## config.mk

```make
export PLATFORM = sky130hd
export DESIGN_NAME = bank_request_scheduler
export DESIGN_NICKNAME = d
export VERILOG_FILES = /design/src/rtl/bank_request_scheduler.sv
export SDC_FILE = /design/constraint.sdc
export NUM_CORES = 1
export LEC_CHECK = 0
export ABC_AREA = 1
export CORE_ASPECT_RATIO = 0.9
export CORE_UTILIZATION = 35
export CTS_BUF_LIST = sky130_fd_sc_hd__clkbuf_16
export DETAILED_ROUTE_END_ITERATION = 16
export HOLD_SLACK_MARGIN = 0.12
export PLACE_DENSITY = 0.73
export SYNTH_ARGS = -nofsm -noshare
export SYNTH_HDL_FRONTEND = slang
export SYNTH_SLANG_ARGS = --single-unit
```

## constraint.sdc

```tcl
create_clock -name clk -period 8.3 [get_ports clk]
set_input_delay 0.83 -clock clk [delete_from_list [all_inputs] [get_ports clk]]
set_output_delay 0.83 -clock clk [all_outputs]
set_load 0.01 [all_outputs]
```

## src/rtl/bank_request_scheduler.sv

```systemverilog
// Per-bank request scheduler for a banked triple-ported memory.
// Captures requests from three ports that target this bank, issues them in
// order to a 1RW1R SRAM (at most one on RW plus one read on R per cycle),
// holds off upstream with freeze_inputs while a backlog remains, and routes
// SRAM results back to the originating port together with the request tag.
module bank_request_scheduler #(
    parameter int BANK_ID = 0,
    parameter int ROW_W   = 10,
    parameter int DATA_W  = 16,
    parameter int TAG_W   = 2
) (
    input  logic              clk,
    input  logic              reset_n,
    input  logic [TAG_W-1:0]  port1_req_tag_in,
    input  logic [11:0]       port1_addr,
    input  logic [DATA_W-1:0] port1_data_in,
    input  logic              port1_wen,
    input  logic              port1_valid,
    input  logic [TAG_W-1:0]  port2_req_tag_in,
    input  logic [11:0]       port2_addr,
    input  logic [DATA_W-1:0] port2_data_in,
    input  logic              port2_wen,
    input  logic              port2_valid,
    input  logic [TAG_W-1:0]  port3_req_tag_in,
    input  logic [11:0]       port3_addr,
    input  logic [DATA_W-1:0] port3_data_in,
    input  logic              port3_wen,
    input  logic              port3_valid,
    input  logic [DATA_W-1:0] sram_rw_dout,
    input  logic [DATA_W-1:0] sram_r_dout,
    output logic [ROW_W-1:0]  rws_addr,
    output logic [DATA_W-1:0] rws_data_in,
    output logic              rws_w_en,
    output logic              rws_valid,
    output logic [ROW_W-1:0]  rs_addr,
    output logic              rs_valid,
    output logic [TAG_W-1:0]  port1_req_tag_out,
    output logic [DATA_W-1:0] port1_data_out,
    output logic              port1_valid_out,
    output logic [TAG_W-1:0]  port2_req_tag_out,
    output logic [DATA_W-1:0] port2_data_out,
    output logic              port2_valid_out,
    output logic [TAG_W-1:0]  port3_req_tag_out,
    output logic [DATA_W-1:0] port3_data_out,
    output logic              port3_valid_out,
    output logic              freeze_inputs
);

    localparam logic [1:0] BANK_SEL = BANK_ID[1:0];

    // Queue entry: originating port (1..3), tag, row, write data, write flag.
    typedef struct packed {
        logic [1:0]        port;
        logic [TAG_W-1:0]  tag;
        logic [ROW_W-1:0]  row;
        logic [DATA_W-1:0] data;
        logic              wen;
    } entry_t;

    // Response metadata for one SRAM port, tracking the access now in flight.
    typedef struct packed {
        logic              vld;
        logic [1:0]        port;
        logic [TAG_W-1:0]  tag;
        logic              is_wr;
    } meta_t;

    entry_t            r_q [3];
    logic [1:0]        r_cnt;
    meta_t             r_rw_meta;
    meta_t             r_r_meta;

    entry_t            w_in [3];
    entry_t            w_q_nxt [3];
    logic [1:0]        w_cnt_nxt;
    logic [2:0]        w_hit;
    logic              w_e0_present;
    logic              w_e1_issue;
    logic [1:0]        w_issue_cnt;
    logic [1:0]        w_remain;
    logic              w_freeze;
    meta_t             w_rw_meta_nxt;
    meta_t             w_r_meta_nxt;
    logic [2:0]        w_vo;
    logic [TAG_W-1:0]  w_tag_o [3];
    logic [DATA_W-1:0] w_dat_o [3];

    assign w_in[0] = {2'd1, port1_req_tag_in, port1_addr[ROW_W-1:0], port1_data_in, port1_wen};
    assign w_in[1] = {2'd2, port2_req_tag_in, port2_addr[ROW_W-1:0], port2_data_in, port2_wen};
    assign w_in[2] = {2'd3, port3_req_tag_in, port3_addr[ROW_W-1:0], port3_data_in, port3_wen};

    // The head always issues; the second entry rides the R port only when it
    // is a read that does not collide with a same-row write at the head, so a
    // read-after-write waits one cycle and observes the new data.
    always_comb begin
        w_e0_present = (r_cnt != 2'd0);
        if ((r_cnt >= 2'd2) && !r_q[1].wen && !(r_q[0].wen && (r_q[0].row == r_q[1].row))) begin
            w_e1_issue = 1'b1;
        end else begin
            w_e1_issue = 1'b0;
        end
        w_issue_cnt = {1'b0, w_e0_present} + {1'b0, w_e1_issue};
        w_remain    = r_cnt - w_issue_cnt;
        w_freeze    = (w_remain != 2'd0);
    end

    // New requests are accepted only when this cycle drains the queue.
    always_comb begin
        w_hit[0] = port1_valid && (port1_addr[11:10] == BANK_SEL) && !w_freeze;
        w_hit[1] = port2_valid && (port2_addr[11:10] == BANK_SEL) && !w_freeze;
        w_hit[2] = port3_valid && (port3_addr[11:10] == BANK_SEL) && !w_freeze;
    end

    // Next queue contents: shift out issued entries, or load hits compacted in port order.
    always_comb begin
        w_q_nxt   = r_q;
        w_cnt_nxt = r_cnt;
        if (w_freeze) begin
            case (w_issue_cnt)
                2'd1: begin
                    w_q_nxt[0] = r_q[1];
                    w_q_nxt[1] = r_q[2];
                end
                2'd2: begin
                    w_q_nxt[0] = r_q[2];
                end
                default: begin
                    w_q_nxt = r_q;
                end
            endcase
            w_cnt_nxt = w_remain;
        end else begin
            w_q_nxt[0] = w_hit[0] ? w_in[0] : (w_hit[1] ? w_in[1] : w_in[2]);
            w_q_nxt[1] = (w_hit[0] && w_hit[1]) ? w_in[1] : w_in[2];
            w_q_nxt[2] = w_in[2];
            w_cnt_nxt  = {1'b0, w_hit[0]} + {1'b0, w_hit[1]} + {1'b0, w_hit[2]};
        end
    end

    // SRAM command outputs, forced to zero when the corresponding port is idle.
    always_comb begin
        if (w_e0_present) begin
            rws_valid   = 1'b1;
            rws_w_en    = r_q[0].wen;
            rws_addr    = r_q[0].row;
            rws_data_in = r_q[0].data;
        end else begin
            rws_valid   = 1'b0;
            rws_w_en    = 1'b0;
            rws_addr    = '0;
            rws_data_in = '0;
        end
        if (w_e1_issue) begin
            rs_valid = 1'b1;
            rs_addr  = r_q[1].row;
        end else begin
            rs_valid = 1'b0;
            rs_addr  = '0;
        end
        freeze_inputs = w_freeze;
    end

    // Metadata that travels alongside each SRAM access to steer its result.
    always_comb begin
        if (w_e0_present) begin
            w_rw_meta_nxt = {1'b1, r_q[0].port, r_q[0].tag, r_q[0].wen};
        end else begin
            w_rw_meta_nxt = '0;
        end
        if (w_e1_issue) begin
            w_r_meta_nxt = {1'b1, r_q[1].port, r_q[1].tag, 1'b0};
        end else begin
            w_r_meta_nxt = '0;
        end
    end

    // Queue and in-flight metadata state; reset drops everything pending.
    always_ff @(posedge clk) begin
        if (!reset_n) begin
            for (int i = 0; i < 3; i++) begin
                r_q[i] <= '0;
            end
            r_cnt     <= 2'd0;
            r_rw_meta <= '0;
            r_r_meta  <= '0;
        end else begin
            r_q       <= w_q_nxt;
            r_cnt     <= w_cnt_nxt;
            r_rw_meta <= w_rw_meta_nxt;
            r_r_meta  <= w_r_meta_nxt;
        end
    end

    // Route SRAM results to the port named by each metadata register; a port
    // never has two accesses in flight, so at most one source matches.
    always_comb begin
        for (int p = 0; p < 3; p++) begin
            if (r_rw_meta.vld && (r_rw_meta.port == 2'(p + 1))) begin
                w_vo[p]    = 1'b1;
                w_tag_o[p] = r_rw_meta.tag;
                w_dat_o[p] = r_rw_meta.is_wr ? '0 : sram_rw_dout;
            end else if (r_r_meta.vld && (r_r_meta.port == 2'(p + 1))) begin
                w_vo[p]    = 1'b1;
                w_tag_o[p] = r_r_meta.tag;
                w_dat_o[p] = sram_r_dout;
            end else begin
                w_vo[p]    = 1'b0;
                w_tag_o[p] = '0;
                w_dat_o[p] = '0;
            end
        end
    end

    assign port1_valid_out   = w_vo[0];
    assign port1_req_tag_out = w_tag_o[0];
    assign port1_data_out    = w_dat_o[0];
    assign port2_valid_out   = w_vo[1];
    assign port2_req_tag_out = w_tag_o[1];
    assign port2_data_out    = w_dat_o[1];
    assign port3_valid_out   = w_vo[2];
    assign port3_req_tag_out = w_tag_o[2];
    assign port3_data_out    = w_dat_o[2];

endmodule

```

==> impl_metrics.py, run 1 <==
metrics = {
    "critical_path": {
        "cp-start-kind": "register",
        "ff2ff_path_depth": 19,
        "worst-endpoint-arrival_ns": 4.83,
        "critical_path.endpoint_type": "primary output",
        "slowest_cell_on_crit_path": "sky130_fd_sc_hd__clkdlybuf4s50_1",
        "crit_required_ns": 7.47,
        "crit_buf_inv": 6,
        "critical_path_cell_count": 15,
        "critical_path.max_fanout": 56,
        "critical_path.max_stage_delay_ns": 0.55,
        "setup.worst_path.class": "register to primary output",
        "cp_top_family": "simple AND/OR/NAND/NOR gates",
        "most_used_cell_cp": "sky130_fd_sc_hd__nand2_1",
        "worstPathCellList": "inv_1, nand2_1, nand2_1, nor3_1, nand3_1, nand2_1, inv_1, ha_1, buf_4, inv_2, nand2_1, nand2_2, nand2_4, buf_4, clkdlybuf4s50_1",
    },
    "placement": {
        "place.gp.congestion": 0.849,
        "detailedPlace.worstSlack_ns": 3.01,
        "detailed_place_hpwl_mm": 16.3,
        "placement.cell_area_mm2": 0.00890,
        "port_buffers": 226,
    },
    "routing": {
        "drtPass1Iterations": 5,
        "routed_wirelength_mm": 23.3,
        "detail_route.wl_per_cell_um": 15.1,
        "drt_drc_violations_left": 0,
        "drt.antenna.violating_nets": 0,
        "vias_per_cell": 5.06,
        "detailroute.via_count": 7802,
        "first_iteration_detailed_routing_drc_count": 627,
    },
    "clock_tree": {
        "cts.repair.resized": 0,
        "cts_hold_bufs": 0,
        "cell_at_the_root_of_the_clock_tree": "sky130_fd_sc_hd__clkbuf_16",
        "cts_max_path_buffers": 2,
        "tritoncts.num_buffers": 9,
        "cts-htree-levels": 3,
        "reg_clk_slew_reported_paths_ns": 0.07,
        "clk-insertion-delay-late_ns": 0.36,
        "post_cts_setup_repair_bufs": 0,
        "cts_tree": "done",
        "count_of_clock_tree_sinks": 105,
    },
    "floorplan": {
        "number_of_i_o_pins": 227,
        "area_of_the_core_region_mm2": 0.0184,
        "die_y_um": 132,
        "number_of_core_rows": 47,
        "initial_core_util_pct": 35.7,
        "floorplan.die_area_mm2": 0.0193,
        "die-width_um": 146,
    },
    "logic_synthesis": {
        "ys_seq_area_share_pct": 32.0,
        "mappedNetlistArea_mm2": 0.00658,
        "post_synth_mux_area_share_pct": 0,
        "syn-num-nets": 1254,
        "yosys_register_bits": 105,
        "yosysWarningCount": 0,
        "synth_area_leaders": "sky130_fd_sc_hd__dfxtp_1, sky130_fd_sc_hd__nand2_1, sky130_fd_sc_hd__nor2_1, sky130_fd_sc_hd__inv_1, sky130_fd_sc_hd__o21ai_0",
        "synth_compound_area_share_pct": 19.7,
        "synth_top_family_by_area": "simple AND/OR/NAND/NOR gates",
        "synth_fa_ha_area_share_pct": 0.685,
        "netlist.top_cell.by_area": "sky130_fd_sc_hd__dfxtp_1",
        "synth_top_cell_area_share_pct": 32.0,
        "synth-simple-area-share_pct": 32.9,
        "post_synth.cell_area_avg_um2": 5.87,
        "yosys_cell_types": 28,
        "synth_cells": 1121,
        "synth_xor_area_share_pct": 0.400,
    },
    "pwr": {
        "total_power_mw": 3.43,
        "vdd_drop_max_mv": 0.362,
        "power-per-cell-area_mw_per_mm2": 375,
        "leakage_nw": 4.10,
    },
    "timing": {
        "slew_violations": 0,
        "postLayoutSetupSlackWorst_ns": 2.64,
        "fmax_ghz": 0.177,
        "slew_headroom_pct": 25.0,
        "final.setup_skew_ns": 0.00945,
        "grt_setup_unrepaired": "false",
        "finalWorstPathRequiredPeriod_ns": 5.66,
        "setup-violations-final": 0,
        "finalHoldViolations": 0,
        "transition_at_the_pin_with_the_smallest_max_transition_slack_ns": 1.12,
        "final_min_period_over_clock_period_pct": 68.2,
        "finalSetupTns_ns": 0,
    },
    "status": {
        "run_status": "finished clean",
    },
    "finish": {
        "post-route-cell-area_mm2": 0.00916,
        "area_growth_syn_to_layout_pct": 39.3,
        "fill_cells": 1919,
        "post-route-util_pct": 49.8,
        "antenna_cells_inserted": 0,
        "finish.net_count": 1425,
        "register_area_mm2": 0.00210,
        "multiInputGateArea_mm2": 0.00354,
        "share_of_final_layout_standard_cells_stronger_than_drive_strength_1_pct": 3.39,
    },
    "hold_path": {
        "kind_of_path_behind_the_tightest_hold_check": "register to register",
        "hold-path-cell-count": 2,
    },
    "grt": {
        "grt_antenna_before_repair": 0,
        "global_route.overflow_total": 0,
        "grt_first_pass_wirelength_mm": 36.6,
        "grt_pass1_vias": 7269,
        "maximum_number_of_pins_on_one_net_before_global_route_repair": 62,
        "total_grt_usage_pct": 23.7,
    },
    "run": {
        "maxCapViolCount": 0,
    },
}
## flip-flops by register name (all words and copies together) (netlist names)
register / flops
r_cnt: 2
r_r_meta: 5
r_rw_meta: 6
r_q: 92
## Yosys cell counts
cell                       instances
sky130_fd_sc_hd__a21oi_1          54
sky130_fd_sc_hd__buf_1             3
sky130_fd_sc_hd__buf_2            20
sky130_fd_sc_hd__buf_4             1
sky130_fd_sc_hd__clkbuf_1         48
sky130_fd_sc_hd__clkinv_1          1
sky130_fd_sc_hd__dfxtp_1         105
sky130_fd_sc_hd__fa_1              1
sky130_fd_sc_hd__ha_1              2
sky130_fd_sc_hd__inv_1           167
sky130_fd_sc_hd__inv_2             4
sky130_fd_sc_hd__nand2_1         262
sky130_fd_sc_hd__nand2_2           4
sky130_fd_sc_hd__nand2_4           1
sky130_fd_sc_hd__nand3_1          38
sky130_fd_sc_hd__nand4_1          20
sky130_fd_sc_hd__nor2_1          190
sky130_fd_sc_hd__nor2_4            1
sky130_fd_sc_hd__nor3_1            5
sky130_fd_sc_hd__nor4_1            1
sky130_fd_sc_hd__o211ai_1         24
sky130_fd_sc_hd__o21ai_0          86
sky130_fd_sc_hd__o21ai_1          12
sky130_fd_sc_hd__o21bai_1          1
sky130_fd_sc_hd__o22ai_1          55
sky130_fd_sc_hd__or2_2            12
sky130_fd_sc_hd__xnor2_1           2
sky130_fd_sc_hd__xor2_1            1
## where the power goes
| part | total, mW | switching [mW] | internal (mW) |
|---|---|---|---|
| clock | 0.397 | 0.196 | 0.201 |
| sequential | 0.804 | 0.105 | 0.699 |
| combinational | 2.23 | 1.48 | 0.748 |
## worst register-to-register path: cells and delay by family, from the launching register on
family                   cells  cell delay (ns)
flip-flops                   1             0.37
AND/OR/NAND/NOR             12             3.45
adder cells (fa/ha/maj)      1             0.21
AO/OA/AOI/OAI                1             0.12
buffers and inverters        5             1.18
## area by class of cell
| cell class | instances | share of cell area [%] |
|---|---|---|
| multi-input combinational | 772 | 38.6 |
| timing repair buffer | 232 | 25.2 |
| sequential | 105 | 22.9 |
| inverter | 172 | 7.05 |
| tap | 245 | 3.35 |
| clock buffer | 9 | 2.46 |
| clock inverter | 7 | 0.410 |
## logic make-up (layout without fill, tap and decap cells)
group / Yosys count / count (layout)
AOI/OAI and AO/OA: 232 / 232
adders and majority gates: 3 / 3
DFF: 105 / 105
buffers and inverters: 244 / 420
and+or+nand+nor: 534 / 534
xor gates and xnor gates: 3 / 3
## routing by layer
layer / GRT usage, % / part of all wire, % / up-vias
met5: 0 / 0 / -
met4: 11.7 / 4.0 / 0
met3: 4.67 / 6.5 / 63
met2: 41.3 / 47 / 302
met1: 27.7 / 42 / 3547
li1: - / - / 3890
## stage by stage
step	instances	hold slack, ns
final	1542	0.437
after global routing	1542	0.453
after detailed placement	1526	0.427
after floorplan	1121	0.405
after global placement	1526	0.426
after CTS	1542	0.439
## worst paths after layout
path                             start                       to  slack, ns
hold / removal    r_q[90]$_SDFFE_PN0P_  r_rw_meta[2]$_SDFF_PN0_       0.44
setup / recovery  r_q[57]$_SDFFE_PN0P_            freeze_inputs       2.64
setup reg to reg  r_q[57]$_SDFFE_PN0P_     r_q[92]$_SDFFE_PN0P_       2.84
hold reg to reg   r_q[90]$_SDFFE_PN0P_  r_rw_meta[2]$_SDFF_PN0_       0.44
## cells in the final DEF (no fill, tap or decap)
master and instances:
sky130_fd_sc_hd__nor4_1 1, sky130_fd_sc_hd__clkdlybuf4s50_1 226, sky130_fd_sc_hd__o21ai_0 86, sky130_fd_sc_hd__clkinv_2 2
sky130_fd_sc_hd__a21oi_1 54, sky130_fd_sc_hd__nand2_1 260, sky130_fd_sc_hd__o21bai_1 1, sky130_fd_sc_hd__clkinvlp_4 1
sky130_fd_sc_hd__inv_6 1, sky130_fd_sc_hd__fa_1 1, sky130_fd_sc_hd__o22ai_1 55, sky130_fd_sc_hd__clkbuf_16 9
sky130_fd_sc_hd__nand2_2 6, sky130_fd_sc_hd__inv_2 4, sky130_fd_sc_hd__nand4_1 20, sky130_fd_sc_hd__nor3_1 5
sky130_fd_sc_hd__nor2_2 1, sky130_fd_sc_hd__or2_2 12, sky130_fd_sc_hd__nor2_1 189, sky130_fd_sc_hd__dfxtp_1 105
sky130_fd_sc_hd__o21ai_1 12, sky130_fd_sc_hd__buf_4 6, sky130_fd_sc_hd__o211ai_1 24, sky130_fd_sc_hd__xor2_1 1
sky130_fd_sc_hd__nand2_4 1, sky130_fd_sc_hd__nor2_4 1, sky130_fd_sc_hd__xnor2_1 2, sky130_fd_sc_hd__ha_1 2
sky130_fd_sc_hd__inv_1 168, sky130_fd_sc_hd__clkinv_1 3, sky130_fd_sc_hd__nand3_1 38
Power figures use the tool's default switching activity.
==> inputs of run 2 (changes only) <==
==> constraint.sdc (replaced) <==
create_clock -name clk -period 5.95 [get_ports clk]
set_input_delay 0.595 -clock clk [delete_from_list [all_inputs] [get_ports clk]]
set_output_delay 0.595 -clock clk [all_outputs]
set_load 0.01 [all_outputs]
==> impl_metrics.py, run 2 (same netlist as run 1, synthesis figures left out) <==
metrics = {
    "status": {
        "run_status": "finished clean",
    },
    "critical_path": {
        "ff2ff_path_depth": 18,
        "timing.critical_path.from": "r_q[51]$_SDFFE_PN0P_",
        "crit_required_ns": 5.36,
        "critical_path.endpoint_type": "primary output",
        "worst-endpoint-arrival_ns": 4.61,
        "reg2reg_to": "r_q[81]$_SDFFE_PN0P_",
        "critical_path.max_fanout": 68,
        "reg2reg_slack_ns": 0.90,
        "cp-start-kind": "register",
        "setup.worst_path.end": "freeze_inputs",
        "setup.worst_path.class": "register to primary output",
        "worst_r2r_startpoint": "r_q[51]$_SDFFE_PN0P_",
    },
    "grt": {
        "grt_first_pass_wirelength_mm": 36.2,
        "total_grt_usage_pct": 23.1,
        "global_route.overflow_total": 0,
        "maximum_number_of_pins_on_one_net_before_global_route_repair": 69,
        "grt_pass1_vias": 7258,
        "grt_antenna_before_repair": 0,
    },
    "routing": {
        "first_iteration_detailed_routing_drc_count": 543,
        "drt_drc_violations_left": 0,
        "vias_per_cell": 5.10,
        "drt.antenna.violating_nets": 0,
        "routed_wirelength_mm": 22.9,
        "detail_route.wl_per_cell_um": 14.8,
        "detailroute.via_count": 7883,
        "drtPass1Iterations": 7,
    },
    "floorplan": {
        "area_of_the_core_region_mm2": 0.0184,
        "initial_core_util_pct": 35.7,
        "floorplan.die_area_mm2": 0.0193,
        "number_of_core_rows": 47,
        "die-width_um": 146,
        "die_y_um": 132,
        "number_of_i_o_pins": 227,
    },
    "clock_tree": {
        "cts-htree-levels": 3,
        "cell_at_the_root_of_the_clock_tree": "sky130_fd_sc_hd__clkbuf_16",
        "reg_clk_slew_reported_paths_ns": 0.07,
        "cts_max_path_buffers": 2,
        "cts_hold_bufs": 0,
        "tritoncts.num_buffers": 9,
        "count_of_clock_tree_sinks": 105,
        "cts.repair.resized": 0,
        "clk-insertion-delay-late_ns": 0.35,
        "post_cts_setup_repair_bufs": 0,
        "cts_tree": "done",
    },
    "finish": {
        "area_growth_syn_to_layout_pct": 40.8,
        "layout_commonest_cell": "sky130_fd_sc_hd__nand2_1",
        "biggestRegsByFlops": "r_q x92, r_rw_meta x6, r_r_meta x5",
        "antenna_cells_inserted": 0,
        "post-route-util_pct": 50.3,
        "post-route-cell-area_mm2": 0.00926,
        "share_of_final_layout_standard_cells_stronger_than_drive_strength_1_pct": 3.69,
        "finish.net_count": 1428,
        "max_flop_register": "r_q",
        "largest_register_ffs": 92,
        "layout_common_cells": "sky130_fd_sc_hd__nand2_1, sky130_fd_sc_hd__clkdlybuf4s50_1, sky130_fd_sc_hd__nor2_1, sky130_fd_sc_hd__inv_1, sky130_fd_sc_hd__dfxtp_1",
    },
    "timing": {
        "transition_at_the_pin_with_the_smallest_max_transition_slack_ns": 1.13,
        "slew_violations": 0,
        "setup-violations-final": 0,
        "final.setup_skew_ns": 0.00669,
        "final_min_period_over_clock_period_pct": 87.4,
        "grt_setup_unrepaired": "false",
        "fmax_ghz": 0.192,
        "finalSetupTns_ns": 0,
        "slew_headroom_pct": 24.4,
        "finalWorstPathRequiredPeriod_ns": 5.20,
        "postLayoutSetupSlackWorst_ns": 0.749,
        "finalHoldViolations": 0,
    },
    "placement": {
        "detailedPlace.worstSlack_ns": 0.974,
        "port_buffers": 226,
        "placement.cell_area_mm2": 0.00892,
        "detailed_place_hpwl_mm": 16.2,
        "place.gp.congestion": 0.851,
    },
    "pwr": {
        "vdd_drop_max_mv": 0.531,
        "leakage_nw": 4.15,
        "power-per-cell-area_mw_per_mm2": 529,
        "total_power_mw": 4.89,
    },
    "run": {
        "maxCapViolCount": 0,
    },
    "hold_path": {
        "kind_of_path_behind_the_tightest_hold_check": "register to register",
    },
}
-- run 2: cell types whose count changed in the layout (fill, tap and decap cells not counted), sizes merged --
cell | previous run | this run
buf | 6 | 9
bufinv | 0 | 3
clkinv | 5 | 3
inv | 173 | 172
-- run 2: how the worst min path moves through the flow --
stage               slack, ns                  from                       to  cells after the start
floorplan                0.41  r_q[90]$_SDFFE_PN0P_  r_rw_meta[2]$_SDFF_PN0_                      2
global placement         0.42  r_q[90]$_SDFFE_PN0P_  r_rw_meta[2]$_SDFF_PN0_                      2
detailed placement       0.42  r_q[90]$_SDFFE_PN0P_  r_rw_meta[2]$_SDFF_PN0_                      2
CTS                      0.43  r_q[90]$_SDFFE_PN0P_  r_rw_meta[2]$_SDFF_PN0_                      2
global route             0.45  r_q[90]$_SDFFE_PN0P_  r_rw_meta[2]$_SDFF_PN0_                      2
finish                   0.43  r_q[90]$_SDFFE_PN0P_  r_rw_meta[2]$_SDFF_PN0_                      2
-- run 2: power by group --
group	internal, mW	leakage, nW	total (mW)	switching, mW
clock network	0.408	0.164	0.676	0.268
registers	0.975	0.867	1.11	0.138
logic	1.05	3.12	3.10	2.05
total	2.44	4.15	4.89	2.46
-- run 2: cell type report --
cell class / count / area [um2]
Fill cell: 1896 / 9150
Multi-Input combinational cell: 772 / 3540
Timing Repair Buffer: 235 / 2330
Sequential cell: 105 / 2100
Inverter: 172 / 646
Tap cell: 245 / 307
Clock buffer: 9 / 225
Clock inverter: 7 / 110
-- run 2: metrics by stage --
step | hold slack [ns] | cells
final | 0.432 | 1545
after floorplan | 0.405 | 1121
after global placement | 0.422 | 1529
after global routing | 0.453 | 1545
after CTS | 0.430 | 1545
after detailed placement | 0.418 | 1529
-- run 2: critical path, stage by stage, from the launching register on --
cell,delay [ns]
sky130_fd_sc_hd__dfxtp_1,0.33
sky130_fd_sc_hd__inv_1,0.09
sky130_fd_sc_hd__nand2_1,0.07
sky130_fd_sc_hd__o21ai_0,0.08
sky130_fd_sc_hd__nor3_1,0.07
sky130_fd_sc_hd__nand3_1,0.08
sky130_fd_sc_hd__nand2_1,0.28
sky130_fd_sc_hd__inv_1,0.16
sky130_fd_sc_hd__ha_1,0.58
sky130_fd_sc_hd__buf_4,0.35
sky130_fd_sc_hd__inv_2,0.05
sky130_fd_sc_hd__nand2_1,0.07
sky130_fd_sc_hd__nand2_2,0.29
sky130_fd_sc_hd__nand2_4,0.44
sky130_fd_sc_hd__buf_4,0.62
sky130_fd_sc_hd__clkdlybuf4s50_1,0.66
-- run 2: per-layer routing --
metal	vias up	part of all wire, %	track usage [%]
li1	3892	-	-
met1	3593	42	27.8
met2	343	48	40.8
met3	55	6.8	4.12
met4	0	3.1	8.97
met5	-	0	0
==> edit (config.mk and constraints of run 2) <==
Make the reset (`reset_n`) asynchronous in one clocked block.
--- a/src/rtl/bank_request_scheduler.sv
+++ b/src/rtl/bank_request_scheduler.sv
@@ -175,7 +175,7 @@
     end
 
     // Queue and in-flight metadata state; reset drops everything pending.
-    always_ff @(posedge clk) begin
+    always_ff @(posedge clk or negedge reset_n) begin
         if (!reset_n) begin
             for (int i = 0; i < 3; i++) begin
                 r_q[i] <= '0;
Formal check against the unedited RTL: differs if reset_n is asserted again (counterexample within 4 cycles, from zero or initial values and one cycle with reset_n low); with reset_n held inactive, the same outputs for 10 cycles.
==> edit against run 2 <==
Worst setup slack improved by 0.59 ns; power rose by 22%; final area rose by 0.34%; area after synthesis rose by 1.5%; routed wire length fell by 1.2%; die area rose by 1.5%; first-iteration DRC count fell by 4.4%; sequential cell count did not move; combinational power rose by 30%; highest routed layer unchanged.
==> edit: results (changes against run 2) <==
\begin{tabular}{lr}
\hline
Metric & Value \\
\hline
\multicolumn{2}{l}{\textbf{Run status}} \\
Outcome & complete, no violations \\
\multicolumn{2}{l}{\textbf{Setup path}} \\
Reg-to-reg critical path startpoint & r\_q[54]\$\_DFFE\_PN0P\_ \\
Critical path endpoint & r\_q[32]\$\_DFFE\_PN0P\_ \\
Critical Path Fanout Max & 52 (-24\%) \\
Worst Reg2Reg Path Length in Cells & 17 (-1) \\
WP data arrival & 4.86 ns (+0.25 ns) \\
Setup slack on the worst flop-to-flop path & 1.34 ns (+0.44 ns) \\
\multicolumn{2}{l}{\textbf{Synth}} \\
Number of distinct library cells after synthesis & 31 (+11\%) \\
Post-synthesis share of cell area spent on xor and xnor gates & 0.131\% (-0.27 points) \\
Post-synthesis share of cell area spent on full adders, half adders and majority gates & 0.675\% (-0.010 points) \\
Synth Area in Compound Gates & 15.7\% (-3.9 points) \\
Cell count after synthesis & 1,013 (-9.6\%) \\
Sequential area share after synthesis & 39.4\% (+7.4 points) \\
Synthesized Nets & 1,146 (-8.6\%) \\
Share of flip-flops with an asynchronous set or reset after synthesis & 100\% (+100 points) \\
\multicolumn{2}{l}{\textbf{Placed design}} \\
RD Place Congestion & 0.873 (+2.5\%) \\
Post-placement cell area & 8980 sq um (+0.66\%) \\
\multicolumn{2}{l}{\textbf{Global route}} \\
Maximum number of pins on one net before global-route repair & 63 (-8.7\%) \\
Global-route usage over all layers & 23.2\% (+0.11 points) \\
Global-route wire length before repair & 35.5 mm (-2.1\%) \\
\multicolumn{2}{l}{\textbf{Drt}} \\
First-pass DRT Iterations & 5 (-2) \\
Total length of routed wires & 22.6 mm (-1.2\%) \\
Total vias in the final route & 7,206 (-8.6\%) \\
DR vias/cell & 4.98 (-2.3\%) \\
Drt initial violations & 519 (-4.4\%) \\
\multicolumn{2}{l}{\textbf{Min path}} \\
HP Class & in2async \\
\multicolumn{2}{l}{\textbf{Final layout}} \\
Number of nets in the layout & 1,330 (-6.9\%) \\
\multicolumn{2}{l}{\textbf{Pwr}} \\
Maximum VDD drop & 0.000404 V (-24\%) \\
\hline
\end{tabular}
edit: critical path, cell delays in order (launching register included):
cell     delay, ns
dfrtp_1       0.41
o21ai_0       0.20
nor2_1        0.07
nand2_1       0.06
nor2_1        0.03
nand2_1       0.04
nand2_1       0.30
inv_1         0.21
ha_2          0.83
nand2_1       0.21
nand2_4       0.17
nand2_4       0.23
nor2_4        0.72
nand2_1       0.56
nand2_1       0.21
nand3_1       0.09
nand2_1       0.07
inv_1         0.04
edit: kinds of logic (layout without fill, tap and decap cells):
| logic type | after synthesis | count (layout) |
|---|---|---|
| and+or+nand+nor | 507 | 507 |
| buffers and inverters | 209 | 397 |
| adders and majority gates | 3 | 3 |
| AOI/OAI and AO/OA | 188 | 188 |
| DFF | 105 | 105 |
| xor gates and xnor gates | 1 | 1 |
edit: worst min path at each step:
stage / end / slack, ns / from
after global placement: r_q[29]$_DFFE_PN0N_ / 0.47 / r_q[29]$_DFFE_PN0N_
after global routing: r_q[75]$_DFFE_PN0P_ / 0.28 / reset_n
final: r_q[75]$_DFFE_PN0P_ / 0.25 / reset_n
after CTS: r_q[75]$_DFFE_PN0P_ / 0.27 / reset_n
after detailed placement: r_q[29]$_DFFE_PN0N_ / 0.47 / r_q[29]$_DFFE_PN0N_
after floorplan: r_cnt[0]$_DFF_PN0_ / 0.30 / reset_n
edit: power groups by stage:
stage	Combinational, mW	Sequential, mW	Clock, mW
floorplan	2.81	1.28	0
global placement	3.93	1.32	0
detailed placement	4.00	1.34	0
CTS	4.02	1.33	0.648
global route	4.50	1.37	0.680
finish	4.02	1.33	0.640
edit: layout make-up:
type / instances / area (sq um)
well taps: 245 / 307
inverters: 151 / 569
clock buffers: 9 / 225
clock inverters: 6 / 82.6
flip-flops and latches: 105 / 2630
repair buffers: 231 / 2300
fillers: 1845 / 9240
multi-input cells: 699 / 3180
edit: per-layer routing:
metal / track usage (%) / vias up / routed length (um)
li1: - / 3570 / -
met2: 39.9 / 322 / 10800
met4: 7.04 / 0 / 484
met3: 5.76 / 29 / 1830
met5: 0 / - / 0
met1: 28.6 / 3285 / 9530
